## src/rtl/lsp_pkg.sv

```systemverilog
// Shared constants and state encoding for the LSP root-search blocks.
package lsp_pkg;

  localparam int GRID_POINTS = 50;
  localparam int NUM_ROOTS   = 10;
  localparam int ADDR_W      = 6;
  localparam int Q15_W       = 16;

  typedef enum logic [3:0] {
    S_IDLE,
    S_FETCH,
    S_LATCH,
    S_EVAL,
    S_WAIT,
    S_CHECK,
    S_REEVAL,
    S_RWAIT,
    S_FINISH
  } lsp_state_e;

endpackage

```

## src/rtl/lsp_sign_change.sv

```systemverilog
// Sign-change detector: equivalent to L_mult(ylow, yhigh) <= 0 without a multiplier.
module lsp_sign_change (
  input  logic [lsp_pkg::Q15_W-1:0] ylow,
  input  logic [lsp_pkg::Q15_W-1:0] yhigh,
  output logic                      signChange
);

  assign signChange = (ylow[lsp_pkg::Q15_W-1] != yhigh[lsp_pkg::Q15_W-1]) |
                      (ylow == '0) | (yhigh == '0);

endmodule

```

## src/rtl/lsp_grid_search_ctrl.sv

```systemverilog
// Grid-walk controller for the A(z)-to-LSP root search; sequences the shared Chebyshev evaluator.
// Optional watchdog abort enabled by defining LSP_GRID_WATCHDOG_EN.
module lsp_grid_search_ctrl #(
  parameter int GRID_POINTS = lsp_pkg::GRID_POINTS,
  parameter int NUM_ROOTS   = lsp_pkg::NUM_ROOTS,
  parameter int ADDR_W      = lsp_pkg::ADDR_W
) (
  input  logic              clk,
  input  logic              reset,
  input  logic              start,
  output logic [ADDR_W-1:0] gridAddr,
  input  logic [15:0]       gridData,
  output logic              chebStart,
  output logic [15:0]       chebX,
  output logic              chebPolySel,
  input  logic              chebDone,
  input  logic [15:0]       chebIn,
  output logic              rootValid,
  output logic [15:0]       rootXLow,
  output logic [15:0]       rootXHigh,
  output logic [15:0]       rootYLow,
  output logic [15:0]       rootYHigh,
  output logic [3:0]        nf,
  output logic              busy,
  output logic              done,
  output logic              error
);
  import lsp_pkg::*;

  lsp_state_e        state_q, state_d;
  logic [ADDR_W-1:0] j_q, j_d;
  logic [3:0]        nf_q, nf_d;
  logic              sel_q, sel_d;
  logic [15:0]       xlow_q, xlow_d, xhigh_q, xhigh_d;
  logic [15:0]       ylow_q, ylow_d, yhigh_q, yhigh_d;
  logic              sign_change;
  logic              timeout;

  lsp_sign_change u_sign (
    .ylow      (ylow_q),
    .yhigh     (yhigh_q),
    .signChange(sign_change)
  );

  always_ff @(posedge clk) begin
    if (!reset) begin
      state_q <= S_IDLE;
      j_q     <= '0;
      nf_q    <= '0;
      sel_q   <= 1'b0;
      xlow_q  <= '0;
      xhigh_q <= '0;
      ylow_q  <= '0;
      yhigh_q <= '0;
    end else begin
      state_q <= state_d;
      j_q     <= j_d;
      nf_q    <= nf_d;
      sel_q   <= sel_d;
      xlow_q  <= xlow_d;
      xhigh_q <= xhigh_d;
      ylow_q  <= ylow_d;
      yhigh_q <= yhigh_d;
    end
  end

  always_comb begin
    state_d   = state_q;
    j_d       = j_q;
    nf_d      = nf_q;
    sel_d     = sel_q;
    xlow_d    = xlow_q;
    xhigh_d   = xhigh_q;
    ylow_d    = ylow_q;
    yhigh_d   = yhigh_q;
    chebStart = 1'b0;
    rootValid = 1'b0;
    done      = 1'b0;
    unique case (state_q)
      S_IDLE: if (start) begin
        j_d     = '0;
        nf_d    = '0;
        sel_d   = 1'b0;
        state_d = S_FETCH;
      end
      S_FETCH: state_d = S_LATCH;
      S_LATCH: begin
        xhigh_d = gridData;
        state_d = S_EVAL;
      end
      S_EVAL: begin
        chebStart = 1'b1;
        state_d   = S_WAIT;
      end
      S_WAIT: begin
        if (chebDone) begin
          yhigh_d = chebIn;
          if (j_q == '0) begin
            xlow_d  = xhigh_q;
            ylow_d  = chebIn;
            j_d     = ADDR_W'(1);
            state_d = S_FETCH;
          end else begin
            state_d = S_CHECK;
          end
        end else if (timeout) begin
          state_d = S_FINISH;
        end
      end
      S_CHECK: begin
        if (sign_change) begin
          rootValid = 1'b1;
          nf_d      = nf_q + 4'd1;
          sel_d     = ~sel_q;
          if (nf_q + 4'd1 == 4'(NUM_ROOTS)) begin
            state_d = S_FINISH;
          end else begin
            xlow_d  = xhigh_q;
            state_d = S_REEVAL;
          end
        end else begin
          xlow_d = xhigh_q;
          ylow_d = yhigh_q;
          if (j_q == ADDR_W'(GRID_POINTS)) begin
            state_d = S_FINISH;
          end else begin
            j_d     = j_q + ADDR_W'(1);
            state_d = S_FETCH;
          end
        end
      end
      S_REEVAL: begin
        chebStart = 1'b1;
        state_d   = S_RWAIT;
      end
      S_RWAIT: begin
        if (chebDone) begin
          ylow_d = chebIn;
          if (j_q == ADDR_W'(GRID_POINTS)) begin
            state_d = S_FINISH;
          end else begin
            j_d     = j_q + ADDR_W'(1);
            state_d = S_FETCH;
          end
        end else if (timeout) begin
          state_d = S_FINISH;
        end
      end
      S_FINISH: begin
        done    = 1'b1;
        state_d = S_IDLE;
      end
      default: state_d = S_IDLE;
    endcase
  end

`ifdef LSP_GRID_WATCHDOG_EN
  logic [7:0] wd_q;
  logic       err_q;

  // Counter starts at the chebStart cycle so the abort lands 256 cycles after it.
  always_ff @(posedge clk) begin
    if (!reset) begin
      wd_q  <= '0;
      err_q <= 1'b0;
    end else begin
      if (state_q == S_EVAL || state_q == S_REEVAL ||
          state_q == S_WAIT || state_q == S_RWAIT)
        wd_q <= wd_q + 8'd1;
      else
        wd_q <= '0;
      if (state_q == S_IDLE && start)
        err_q <= 1'b0;
      else if (timeout && !chebDone && (state_q == S_WAIT || state_q == S_RWAIT))
        err_q <= 1'b1;
    end
  end

  assign timeout = (wd_q == '1);
  assign error   = err_q;
`else
  assign timeout = 1'b0;
  assign error   = 1'b0;
`endif

  assign gridAddr    = j_q;
  assign chebX       = (state_q == S_REEVAL || state_q == S_RWAIT) ? xlow_q : xhigh_q;
  assign chebPolySel = sel_q;
  assign rootXLow    = xlow_q;
  assign rootXHigh   = xhigh_q;
  assign rootYLow    = ylow_q;
  assign rootYHigh   = yhigh_q;
  assign nf          = nf_q;
  assign busy        = (state_q != S_IDLE) && (state_q != S_FINISH);

endmodule

```

## config.mk

```make
export PLATFORM = sky130hd
export DESIGN_NAME = lsp_grid_search_ctrl
export DESIGN_NICKNAME = d
export VERILOG_FILES = /design/src/rtl/lsp_pkg.sv /design/src/rtl/lsp_sign_change.sv /design/src/rtl/lsp_grid_search_ctrl.sv
export SDC_FILE = /design/constraint.sdc
export NUM_CORES = 1
export LEC_CHECK = 0
export CELL_PAD_IN_SITES_DETAIL_PLACEMENT = 1
export CELL_PAD_IN_SITES_GLOBAL_PLACEMENT = 2
export CORE_MARGIN = 1
export CORE_UTILIZATION = 23
export DETAILED_ROUTE_END_ITERATION = 8
export PLACE_DENSITY_LB_ADDON = 0.2
export SLEW_MARGIN = 20
export SYNTH_ARGS = -nofsm -noshare
export SYNTH_HDL_FRONTEND = slang
export SYNTH_SLANG_ARGS = --single-unit
```

## constraint.sdc

```tcl
create_clock -name clk -period 1.95 [get_ports clk]
set_input_delay 0.4875 -clock clk [delete_from_list [all_inputs] [get_ports clk]]
set_output_delay 0.4875 -clock clk [all_outputs]
set_load 0.1 [all_outputs]
```

==> reports/results.tsv <==
metric	value	unit
run status	complete, but fails checks	
failing checks	negative setup slack	
most frequent cells in the layout	106 x nand2_1, 103 x buf_12, 58 x buf_4	
number of flops mapped to enable cells by yosys	0	
depth of the most critical reg-to-reg path	12	
number of antenna violations at the first check in global routing	0	
shortest period the worst path allows	2.184	ns
height of the die	134.1	microns
starting density of the core	23.88	%
fraction of registers with async set/reset	0	%
Netlist cell types	58	
Placement Setup Slack	-0.3891	ns
most frequently used flop master after synthesis	dfxtp_1	
multiplexer share of the synthesized area	13.74	%
Leakage	0.003247	uW
synthesized-area fraction occupied by adder cells	1.558	%
unrepaired setup endpoints after global routing	yes	
final instance area	7955	sq um
slew of the pin with the lowest slew margin	0.5345	ns
total gr overflow	0	
Clk Latency, worst-skew pair	0.34	ns
data arrival time of the critical path	1.70	ns
most frequent standard cell in the layout excluding fill and tap cells	nand2_1	
class of the worst hold path	register to register	
full die area	17990	sq um
endpoint type of the worst setup path	primary output	
Final Net Count	707	
total DRC errors in the routed layout	0	
number of standard-cell rows in the floorplan	47	
reg2reg end	gridAddr[4]	
input/output buffers	130	
first-pass GRT wire length	23940	microns
total power	4653	uW
headroom to the max-slew limit	64.37	%
Pins Over Slew Limit	0	
post-detailed-route via-to-cell ratio	4.755	
Avg Inst Size Synth	8.350	sq um
Worst path max stage delay	0.35	ns
count of antenna diodes in the layout	0	
Hold Violations, Final	0	
Cells on Worst Hold Path	1	
post-detailed-route wirelength per cell	17.32	microns
CP Cell Sequence	nor4_4 -> buf_4 -> and4_4 -> o21ai_2 -> inv_2 -> buf_12	
kind of start point of the critical path	register	
DPL Wire Length	10770	microns
post-synthesis cell area	4016	sq um
highest ir drop seen on vdd	389.6	uV
post-route setup TNS	-4.588	ns
max frequency	457.8	MHz
DRT iter0 DRCs	128	
reported max-cap violation count	0	
Crit-path slowest cell	dfxtp_4	
setup slack of the most critical reg-to-reg path	-0.19	ns
number of H-tree levels	3	
Worst Hold Launch	nf[0]	
xor and xnor fraction of the mapped netlist area	1.059	%
Global Route Usage Sum	17.15	%
maximum number of pins on one net before global-route repair	52	
largest driver fanout on the critical path	2	
Seq cells post-synth	79	
Post-Synthesis Net Count	522	
Setup Skew	0.006954	ns
total power divided by cell area	584.9	nW/um^2
top-level I/O count	132	
synthesized instance count	481	
routability congestion estimate	0.8056	
vias in the first global route	4418	
layout cell share with drive strength beyond 1	48.88	%
die width	134.1	microns
final wirelength	15430	microns
CORE AREA	16820	sq um
Seq/Total Area, Yosys	39.38	%
yosys synthesis warning count	0	
Post-DRT Antenna Nets	0	
clock root buffer	clkbuf_16	
kind of critical path	register to primary output	
Clk pin slew, worst setup/hold paths	0.06	ns
Final Setup Violations	39	
vias after detailed routing	4237	
Longest Clk Path Bufs	2	
First-pass DRT Iterations	4	
end point of the worst hold path	nf[0]	
dominant combinational cell family by area after synthesis	simple AND/OR/NAND/NOR gates	
cell area after placement	7162	sq um
fraction of the mapped netlist area in compound gates	18.35	%
reg2reg start	rootYLow[11]	
Tcrit/Tclk final	112.0	%
Worst Path Required	1.46	ns
clock tree from TritonCTS	built	
number of buffers inserted during clock tree synthesis	9	
setup slack after layout	-0.2344	ns
simple logic cell fraction of the synthesized area	20.59	%
clock sinks	79	
area growth from synthesis to layout	98.07	%
## metal layers
| layer | global-route usage [%] | vias up | share of wire, % |
|---|---|---|---|
| li1 | - | 2069 | - |
| met2 | 29.04 | 91 | 50 |
| met4 | 4.744 | 0 | 0.99 |
| met3 | 4.044 | 12 | 4.8 |
| met5 | 0 | - | 0 |
| met1 | 21.64 | 2065 | 44 |
## worst max path at each step
| stage | end | depth (start not counted) | startpoint |
|---|---|---|---|
| 2_1_floorplan | done | 4 | state_q[0] |
| 3_3_place_gp | nf[3] | 7 | start |
| 3_5_place_dp | state_q[2] | 6 | chebDone |
| 4_1_cts | rootValid | 6 | rootYHigh[13] |
| 5_1_grt | rootValid | 6 | rootYHigh[13] |
| 6_report | rootValid | 6 | rootYHigh[13] |
## final cells by class
class	instances	area, sq um
well taps	220	275.3
inverters	13	48.80
clock buffers	10	239.0
multi-input cells	354	2521
fillers	1817	8864
clock inverters	6	42.54
repair buffers	209	3054
flip-flops and latches	79	1774
## cell usage after synthesis (3+ instances only)
library cell | instances | area [sq um]
nand4_1 | 5 | 31.28
o21ai_0 | 21 | 105.1
nor2_1 | 28 | 105.1
nor4_1 | 10 | 62.56
nand2_1 | 109 | 409.1
a21oi_1 | 40 | 200.2
a211o_1 | 16 | 140.1
inv_1 | 10 | 37.54
nand3_1 | 4 | 20.02
nor2b_1 | 4 | 25.02
o211ai_1 | 10 | 75.07
buf_2 | 12 | 60.06
o31ai_1 | 3 | 22.52
clkbuf_1 | 19 | 71.32
dfxtp_1 | 79 | 1582
ha_1 | 5 | 62.56
o21a_1 | 3 | 22.52
mux2i_1 | 36 | 360.4
mux2_2 | 17 | 191.4
## report_power, final
part | internal, uW | switching, uW
logic | 557 | 803
clock network | 903 | 723
registers | 1610 | 56.1
## worst max-delay path, delay by kind of cell, from the launching register on
family / cells / cell delay (ns)
simple gates: 2 / 0.50
buf+inv: 3 / 0.43
flops: 1 / 0.35
compound gates: 1 / 0.08
## cells by family after synthesis
family | count (synthesis)
xor+xnor | 4
flops | 79
fa+ha+maj | 5
buf+inv | 48
mux | 53
simple gates | 179
compound gates | 112
other cells | 1
## registers in the layout (all words and copies together), names as in the netlist
register / count
chebPolySel: 1
gridAddr: 6
nf: 4
rootXHigh: 16
rootXLow: 16
rootYHigh: 16
rootYLow: 16
state_q: 4
## stage by stage
stage | hold slack [ns] | utilization, % | std cells
6_report | 0.4882 | 47.30 | 891
3_3_place_gp | 0.4724 | 42.58 | 859
3_5_place_dp | 0.4797 | 42.58 | 859
4_1_cts | 0.4904 | 45.55 | 882
2_1_floorplan | 0.5436 | - | 481
5_1_grt | 0.5018 | 47.30 | 891
## repair_timing
item / CTS / global route
setup buffers: 7 / 7
endpoints found under the setup margin: 55 / 61
gates resized for setup: 29 / 55
cloned: 1 / 4
hold buffers: 0 / 0
pin swaps: 8 / 35
No activity file was read; power rests on OpenSTA's default activity.
